--- config.mk ---
export PLATFORM = sky130hd
export DESIGN_NAME = rtc_bus_sequencer
export DESIGN_NICKNAME = d
export VERILOG_FILES = /design/src/rtl/rtc_bus_sequencer.sv
export SDC_FILE = /design/constraint.sdc
export NUM_CORES = 1
export LEC_CHECK = 0
export ABC_AREA = 1
export BUFFER_PORTS_ARGS = -buffer_cell sky130_fd_sc_hd__buf_2
export CELL_PAD_IN_SITES_DETAIL_PLACEMENT = 1
export CELL_PAD_IN_SITES_GLOBAL_PLACEMENT = 1
export CORE_ASPECT_RATIO = 0.5
export CORE_MARGIN = 2
export CORE_UTILIZATION = 40
export CTS_CLUSTER_DIAMETER = 30
export CTS_CLUSTER_SIZE = 40
export DETAILED_ROUTE_END_ITERATION = 7
export PLACE_DENSITY = 0.79
export SYNTH_ARGS = -nofsm -noshare
export SYNTH_HDL_FRONTEND = slang
export SYNTH_SLANG_ARGS = --single-unit
--- constraint.sdc ---
create_clock -name clk_i -period 2.36 [get_ports clk_i]
set_input_delay 0.118 -clock clk_i [delete_from_list [all_inputs] [get_ports clk_i]]
set_output_delay 0.118 -clock clk_i [all_outputs]
set_load 0.02 [all_outputs]
--- src/rtl/rtc_bus_sequencer.sv ---
// Table-driven address/data transaction sequencer for the multiplexed RTC bus.
// Define RTC_SEQ_READBACK_EN to add a verify read after every write entry (mismatch_o, err_idx_o).
module rtc_bus_sequencer #(
  parameter int unsigned DEPTH = 16,
  parameter int unsigned T_STB = 7,
  parameter int unsigned T_GAP = 7,
  parameter int unsigned CNT_W = 4,
  localparam int unsigned IDX_W = (DEPTH > 1) ? $clog2(DEPTH) : 1
) (
  input  logic             clk_i,
  input  logic             reset,
  input  logic             start_i,
  input  logic [IDX_W:0]   num_i,
  input  logic             abort_i,
  output logic [IDX_W-1:0] idx_o,
  input  logic [16:0]      entry_i,
  output logic [7:0]       bus_o,
  output logic             bus_oe,
  input  logic [7:0]       bus_i,
  output logic             ad_o,
  output logic             cs_n,
  output logic             rd_n,
  output logic             wr_n,
  output logic             busy_o,
  output logic             done_o,
  output logic             aborted_o,
  output logic [7:0]       rd_data_o,
  output logic             rd_valid_o
`ifdef RTC_SEQ_READBACK_EN
  ,
  output logic             mismatch_o,
  output logic [IDX_W-1:0] err_idx_o
`endif
);

  typedef enum logic [2:0] {IDLE, ADDR_STB, ADDR_GAP, DATA_STB, DATA_GAP, FINISH} state_e;
  typedef struct packed {
    logic       rd;
    logic [7:0] addr;
    logic [7:0] data;
  } entry_t;

`ifdef RTC_SEQ_READBACK_EN
  localparam bit RB_EN = 1'b1;
`else
  localparam bit RB_EN = 1'b0;
`endif

  state_e           state_q, state_d;
  logic [CNT_W-1:0] cnt_q, cnt_d;
  logic [IDX_W:0]   num_q, num_d, num_sat;
  logic [IDX_W-1:0] idx_q, idx_d;
  entry_t           ent_q, ent_d;
  logic             last_q, last_d, rb_q, rb_d;
  logic [7:0]       bus_q, bus_d, rd_data_q, rd_data_d;
  logic             oe_q, oe_d, ad_q, ad_d, cs_n_q, cs_n_d, rd_n_q, rd_n_d, wr_n_q, wr_n_d;
  logic             busy_q, busy_d, done_q, done_d, aborted_q, aborted_d, rd_valid_q, rd_valid_d;
  logic             phase_end, rb_pending;
`ifdef RTC_SEQ_READBACK_EN
  logic             mismatch_q, mismatch_d;
  logic [IDX_W-1:0] err_idx_q, err_idx_d;
`endif

  assign num_sat    = (num_i > (IDX_W+1)'(DEPTH)) ? (IDX_W+1)'(DEPTH) : num_i;
  assign phase_end  = (state_q == ADDR_STB || state_q == DATA_STB) ? (cnt_q == CNT_W'(T_STB - 1))
                                                                   : (cnt_q == CNT_W'(T_GAP - 1));
  // A write entry still owes its verify read when readback is built in.
  assign rb_pending = RB_EN && !ent_q.rd && !rb_q;

  always_comb begin
    state_d    = state_q;
    num_d      = num_q;
    idx_d      = idx_q;
    ent_d      = ent_q;
    last_d     = last_q;
    rb_d       = rb_q;
    rd_data_d  = rd_data_q;
    rd_valid_d = 1'b0;
    aborted_d  = 1'b0;
`ifdef RTC_SEQ_READBACK_EN
    mismatch_d = mismatch_q;
    err_idx_d  = err_idx_q;
`endif

    unique case (state_q)
      IDLE: if (start_i) begin
        num_d   = num_sat;
        state_d = (num_i == '0) ? FINISH : ADDR_STB;
`ifdef RTC_SEQ_READBACK_EN
        mismatch_d = 1'b0;
        err_idx_d  = '0;
`endif
      end
      ADDR_STB: if (phase_end) state_d = ADDR_GAP;
      ADDR_GAP: if (phase_end) state_d = DATA_STB;
      DATA_STB: if (phase_end) state_d = DATA_GAP;
      DATA_GAP: if (phase_end) begin
        if (rb_pending) begin
          state_d = ADDR_STB;
          rb_d    = 1'b1;
        end else if (last_q) begin
          state_d = FINISH;
        end else begin
          state_d = ADDR_STB;
          rb_d    = 1'b0;
        end
      end
      FINISH:  state_d = IDLE;
      default: state_d = IDLE;
    endcase

    if (abort_i && state_q != IDLE) begin
      state_d   = IDLE;
      aborted_d = 1'b1;
    end
    if (state_d == IDLE || state_d == FINISH) rb_d = 1'b0;

    cnt_d = (state_d != state_q || state_d == IDLE) ? '0 : cnt_q + CNT_W'(1);

    // Fresh entry: snapshot the table row addressed by idx_o for the whole entry.
    if (state_d == ADDR_STB && state_q != ADDR_STB && !rb_d) begin
      ent_d  = entry_t'(entry_i);
      last_d = (({1'b0, idx_q} + (IDX_W+1)'(1)) == num_d);
    end

    // Index steps on the final gap cycle so the next row is ready when ADDR_STB starts.
    if (state_d == IDLE || state_d == FINISH) begin
      idx_d = '0;
    end else if (state_d == DATA_GAP && cnt_d == CNT_W'(T_GAP - 1) && !last_q && !rb_pending) begin
      idx_d = idx_q + IDX_W'(1);
    end

    if (state_q == DATA_STB && state_d == DATA_GAP) begin
      if (ent_q.rd) begin
        rd_data_d  = bus_i;
        rd_valid_d = 1'b1;
      end
`ifdef RTC_SEQ_READBACK_EN
      if (rb_q && bus_i != ent_q.data && !mismatch_q) begin
        mismatch_d = 1'b1;
        err_idx_d  = idx_q;
      end
`endif
    end

    bus_d  = '0;
    oe_d   = 1'b0;
    ad_d   = 1'b0;
    cs_n_d = 1'b1;
    rd_n_d = 1'b1;
    wr_n_d = 1'b1;
    case (state_d)
      ADDR_STB: begin
        bus_d  = ent_d.addr;
        oe_d   = 1'b1;
        cs_n_d = 1'b0;
        wr_n_d = 1'b0;
      end
      ADDR_GAP: begin
        bus_d = ent_d.addr;
        oe_d  = 1'b1;
      end
      DATA_STB: begin
        ad_d   = 1'b1;
        cs_n_d = 1'b0;
        if (ent_d.rd || rb_d) begin
          rd_n_d = 1'b0;
        end else begin
          bus_d  = ent_d.data;
          oe_d   = 1'b1;
          wr_n_d = 1'b0;
        end
      end
      DATA_GAP: ad_d = 1'b1;
      default: ;
    endcase
    busy_d = (state_d != IDLE);
    done_d = (state_d == FINISH);
  end

  always_ff @(posedge clk_i or negedge reset) begin
    if (!reset) begin
      state_q    <= IDLE;
      cnt_q      <= '0;
      num_q      <= '0;
      idx_q      <= '0;
      ent_q      <= '0;
      last_q     <= 1'b0;
      rb_q       <= 1'b0;
      bus_q      <= '0;
      oe_q       <= 1'b0;
      ad_q       <= 1'b0;
      cs_n_q     <= 1'b1;
      rd_n_q     <= 1'b1;
      wr_n_q     <= 1'b1;
      busy_q     <= 1'b0;
      done_q     <= 1'b0;
      aborted_q  <= 1'b0;
      rd_data_q  <= '0;
      rd_valid_q <= 1'b0;
`ifdef RTC_SEQ_READBACK_EN
      mismatch_q <= 1'b0;
      err_idx_q  <= '0;
`endif
    end else begin
      state_q    <= state_d;
      cnt_q      <= cnt_d;
      num_q      <= num_d;
      idx_q      <= idx_d;
      ent_q      <= ent_d;
      last_q     <= last_d;
      rb_q       <= rb_d;
      bus_q      <= bus_d;
      oe_q       <= oe_d;
      ad_q       <= ad_d;
      cs_n_q     <= cs_n_d;
      rd_n_q     <= rd_n_d;
      wr_n_q     <= wr_n_d;
      busy_q     <= busy_d;
      done_q     <= done_d;
      aborted_q  <= aborted_d;
      rd_data_q  <= rd_data_d;
      rd_valid_q <= rd_valid_d;
`ifdef RTC_SEQ_READBACK_EN
      mismatch_q <= mismatch_d;
      err_idx_q  <= err_idx_d;
`endif
    end
  end

  assign idx_o      = idx_q;
  assign bus_o      = bus_q;
  assign bus_oe     = oe_q;
  assign ad_o       = ad_q;
  assign cs_n       = cs_n_q;
  assign rd_n       = rd_n_q;
  assign wr_n       = wr_n_q;
  assign busy_o     = busy_q;
  assign done_o     = done_q;
  assign aborted_o  = aborted_q;
  assign rd_data_o  = rd_data_q;
  assign rd_valid_o = rd_valid_q;
`ifdef RTC_SEQ_READBACK_EN
  assign mismatch_o = mismatch_q;
  assign err_idx_o  = err_idx_q;
`endif

endmodule

Word-level counts from Yosys, hierarchy flattened
Index checks and enable logic that the tools add are counted.
Word-level totals
  flip-flop bits (word level): 60
  bits of input ports: 34
  output and inout bits: 29
  word-level logic and storage cells: 91
Operators by class
  $add $sub $neg: 3
  order comparisons: 1
  eq/ne operators: 14
  muxes and demuxes: 32
  reduce and logical (&&, ||, !) cells: 21
Operators by type and width (count)
  2-to-1 mux 3 bit: 8
  2-to-1 mux 17 bit: 1
  one-hot mux 8 bit (2 select lines): 1
  2-to-1 mux 5 bit: 3
  one-hot mux 3 bit (5 select lines): 1
  equality test 3 x 2 -> 1 bit, second input constant: 4
  2-to-1 mux 1 bit: 12
  2-to-1 mux 4 bit: 3
  equality test 3 bit, second input constant: 3
  adder 4 x 1 -> 4 bit, second input constant: 2
  equality test 4 x 3 -> 1 bit, second input constant: 2
  2-to-1 mux 8 bit: 1
  equality test 3 x 1 -> 1 bit, second input constant: 2
  logical AND 1 bit: 6
  logical NOT 3 bit: 2
  nonzero test 3 bit: 2
  OR reduction 2 bit: 3
  adder 4 x 1 -> 5 bit, second input constant: 1
  equality test 5 bit: 1
  greater-than comparator 5 bit, second input constant: 1
  logical NOT 5 bit: 1
  one-hot mux 1 bit (2 select lines): 2
  logical OR 1 bit: 3
  inequality test 3 x 1 -> 1 bit, second input constant: 1
  other kinds (4): 5

Logic depth before layout (Yosys ltp)
  word-level depth: 14
  gate-level depth with buffers: 16
  mapped depth without buffers: 16

Worst setup path before layout
Ideal clock, no wire load.
  path kind: flip-flop to flip-flop
  from: register cnt_q[0]
  to: register bus_q[6], in the netlist bus_o[6]
  library setup time: 0.119 ns
  arrival: 1.934 ns
  required time: 2.241 ns
  slack: 0.307 ns
  stages on the path, launching flop included: 15
  buffers on the path: 1
  period minus slack after synthesis: 2.053 ns
  cell sequence: dfrtp_1 inv_1 ha_1 nand2_1 nor2_2 nand3_1 nand3_2 nand3_2 nor3_4 nand2_4 buf_6 nand2_2 nand2_1 nand4_1 nand2_1
RTL lines
  start, declared: line 50  | logic [CNT_W-1:0] cnt_q, cnt_d;
  start signal, assigned: line 207  | cnt_q <= cnt_d;
  end signal, assigned: line 213  | bus_q <= bus_d;
  end, declared: line 55  | logic [7:0] bus_q, bus_d, rd_data_q, rd_data_d;

==> summary.md <==
| Metric | Value |
|---|---|
| Chip height | roughly 62 um |
| Num rows | 21 |
| Vias per cell | 5.04 |
| Synth Net Count | 333 |
| Synth Register Bits | 60 |
| Crit Path Max Fanout | 7 |
| F_max | 411 MHz |
| Initial antenna violation count | 0 |
| Hold Path Depth | 3 |
| Slew margin rel. | 47.1% |
| Synth Area per Inst | about 9.1 um^2 |
| Crit end category | flip-flop |
| GP Congestion | 0.848 |
| Core Util, Final | a little under three fifths |
| Min Tclk post-route | 2430 ps |
| CTS max path bufs | 2 |
| Leak Pwr | 2.06 nW |
| DRC | 0 |
| Crit path launch type | flip-flop |
| Post-synthesis cell type count | 33 |
| Num Clock Sinks | 60 |
| 1st-pass router iterations | 4 |
| Final hold slack | -10.4 ps |
| Vias in the first global route | between 2000 and 2500 |
| Die Wd | between 100 and 150 um |
| Synth Cell Area | 2690 um^2 |
| Hpwl dp | approximately 5100 um |
| Warning count from the yosys run | 0 |
| Routed WL | 9330 um |
| Seq/Total Area, Yosys | 56.0% |
| Cts bufs inserted | 9 |
| Largest net degree at the start of global routing | 61 |
| Worst path most repeated cell | nand2_1 |
| Maximum VDD drop | around 0.46 mV |
| Tot Pwr | 4.57 mW |
| CTS tree | yes |
| Final WS setup | -71.1 ps |
| Worst-path clk slew | 50 ps |
| GRT Util Overall | 21.5% |
| Dpl cells | approximately 450 |
| Area of the core | 6600 um^2 |
| I/O pin cnt | 63 |
| Slew Viols, Final | 0 |
| Clock Latency Late Sink | 330 ps |
| Mapped Cells | between 200 and 300 |
| Setup CP Type | reg2reg |
| Register area | between 1500 and 2000 um^2 |
| Clock Tree Root | clkbuf_16 |
| Failing checks | hold timing, setup timing |
| Async set-reset flop share out of synthesis | 100% |
| Vias | 2469 |
| CP Cell Sequence | nor2_4 > inv_1 > nor2_1 > nand2_2 > nand3_4 > nand4_1 > nand3_4 > nand2_8 > clkbuf_16 > nand2_1 > nand2_1 > nand4_1 > nand2_1 |
| Most common cell after layout, fill and taps aside | nand2_1 |
| Clock Skew | 8.78 ps |
| Area Overhead vs Synth | 40.7% |
| Area of the multi-input gates | 1180 um^2 |
| Run status | finished, violations left |
| Worst R2R Path Depth | 13 |
| Place WS | -3.55 ps |
| Wire per inst | 19.0 um |
| Die area | around 7400 um^2 |
| Max Cap Viol | 0 |
| GRT Residual Overflow | 0 |
| Highest-count cells in the layout ignoring fill and taps | nand2_1, buf_2, dfrtp_1, inv_1, buf_4 |
| Fin crit share | 103% |
| Slowest stage delay, CP | 480 ps |
| Critical path required time | 2580 ps |
| Post-Layout Cell Count | 490 |
| Final Hold Viols | 1 |
| # setup viols final | 14 |
| PortBufs | 62 |
| Prevailing post-synth register cell | dfrtp_1 |
| Final net count | 430 |
| H-tree Lvls | 3 |
| Slew @ Worst Pin | 794 ps |
| Arrival @ worst endpoint | 2650 ps |
| Antenna-violating nets left | 0 |
| Fillcell total | 779 |
| Number of enable flip-flop cells after synthesis | 0 |
| # diodes | 0 |
| Class of the worst hold path | in2reg |
| Power Dens Cells | 1210 nW/um^2 |
| Share of layout cells above drive strength 1 | 37.9% |
| First-pass GRT wire length | 12000 um |
| Initial Util | 40.8% |
| Worst path slowest cell | dfrtp_2 |
| DRT iter0 DRCs | 112 |
[layer usage]
metal	global-route usage (%)	part of all wire [%]	vias to the layer above
li1	-	-	1136
met1	24.2	43	1253
met2	40.3	52	63
met3	7.57	3.5	17
met4	6.22	1.9	0
met5	0	0	-
[critical path: cells and delay by family (launching register included)]
family	cells	cell delay [ps]
flip-flops	1	480
AND/OR/NAND/NOR	11	1570
buffers and inverters	2	260
[state kept, by name, summed over array words and instances, names as in the netlist, 3 cells and up]
| name | cells |
|---|---|
| num_q | 5 |
| ent_q | 17 |
| cnt_q | 4 |
| idx_o | 4 |
| rd_data_o | 8 |
| state_q | 3 |
| bus_o | 8 |
[synthesized netlist by cell type (2+ instances only)]
master	instances	area, um^2
ha_1	3	37.5
nand2_1	103	387
nor2_4	2	22.5
xor2_1	6	52.6
inv_2	2	7.51
dfstp_2	3	78.8
xnor2_1	4	35.0
nand3_1	18	90.1
inv_1	26	97.6
o21a_1	2	15.0
nor2_2	2	12.5
nor2_1	18	67.6
dfrtp_1	57	1430
o21ai_0	7	35.0
nand2_2	8	50.1
a21oi_1	2	10.0
nand2_4	2	22.5
nand4_1	10	62.6
nand3_2	7	70.1
[cell families (layout without fill, tap and decap cells)]
kind of cell	count (synthesis)	in the layout	synth area share, %
compound gates	14	14	3.07
xor+xnor	10	10	3.26
buf+inv	34	136	5.26
simple gates	175	175	31.1
flops	60	60	56.0
fa+ha+maj	3	3	1.40
[power breakdown]
| part | internal, mW | total, mW | switching, mW |
|---|---|---|---|
| registers | 1.34 | 1.47 | 0.138 |
| logic | 0.679 | 1.76 | 1.08 |
| clock network | 0.876 | 1.33 | 0.459 |
| total | 2.89 | 4.57 | 1.68 |
[worst paths after layout]
| kind | start | endpoint | slack, ps |
|---|---|---|---|
| hold / removal | bus_i[3] | rd_data_o[3] | -10 |
| setup / recovery | state_q[0] | bus_o[1] | -70 |
| setup reg to reg | state_q[0] | bus_o[1] | -70 |
| hold reg to reg | ent_q[15] | ent_q[15] | 480 |
| max in group asynchronous | reset | cnt_q[0] | 1290 |
| min in group asynchronous | reset | ent_q[10] | 500 |
[repair_timing]
item,in CTS,in global routing
pin swaps,0,21
gates resized for setup,4,39
setup buffers,0,17
hold buffers,3,0
gates cloned,0,2
endpoints found under the hold margin,59,0
setup endpoints to repair,7,40
[final cells by class]
class / instances / area share, %
inverter: 30 / 3.14
clock buffer: 15 / 7.07
multi-input combinational: 202 / 31.1
timing repair buffer: 89 / 14.8
tap: 92 / 3.04
sequential: 60 / 39.8
timing repair inverter: 1 / 0.132
clock inverter: 1 / 0.793
[through the flow]
step                area [um^2]  setup TNS [ps]
floorplan                  2690               0
global placement           3130               0
detailed placement         3130           -3.55
CTS                        3480               0
global route               3780           -3080
finish                     3780            -476
(Power assumes the default switching activity.)
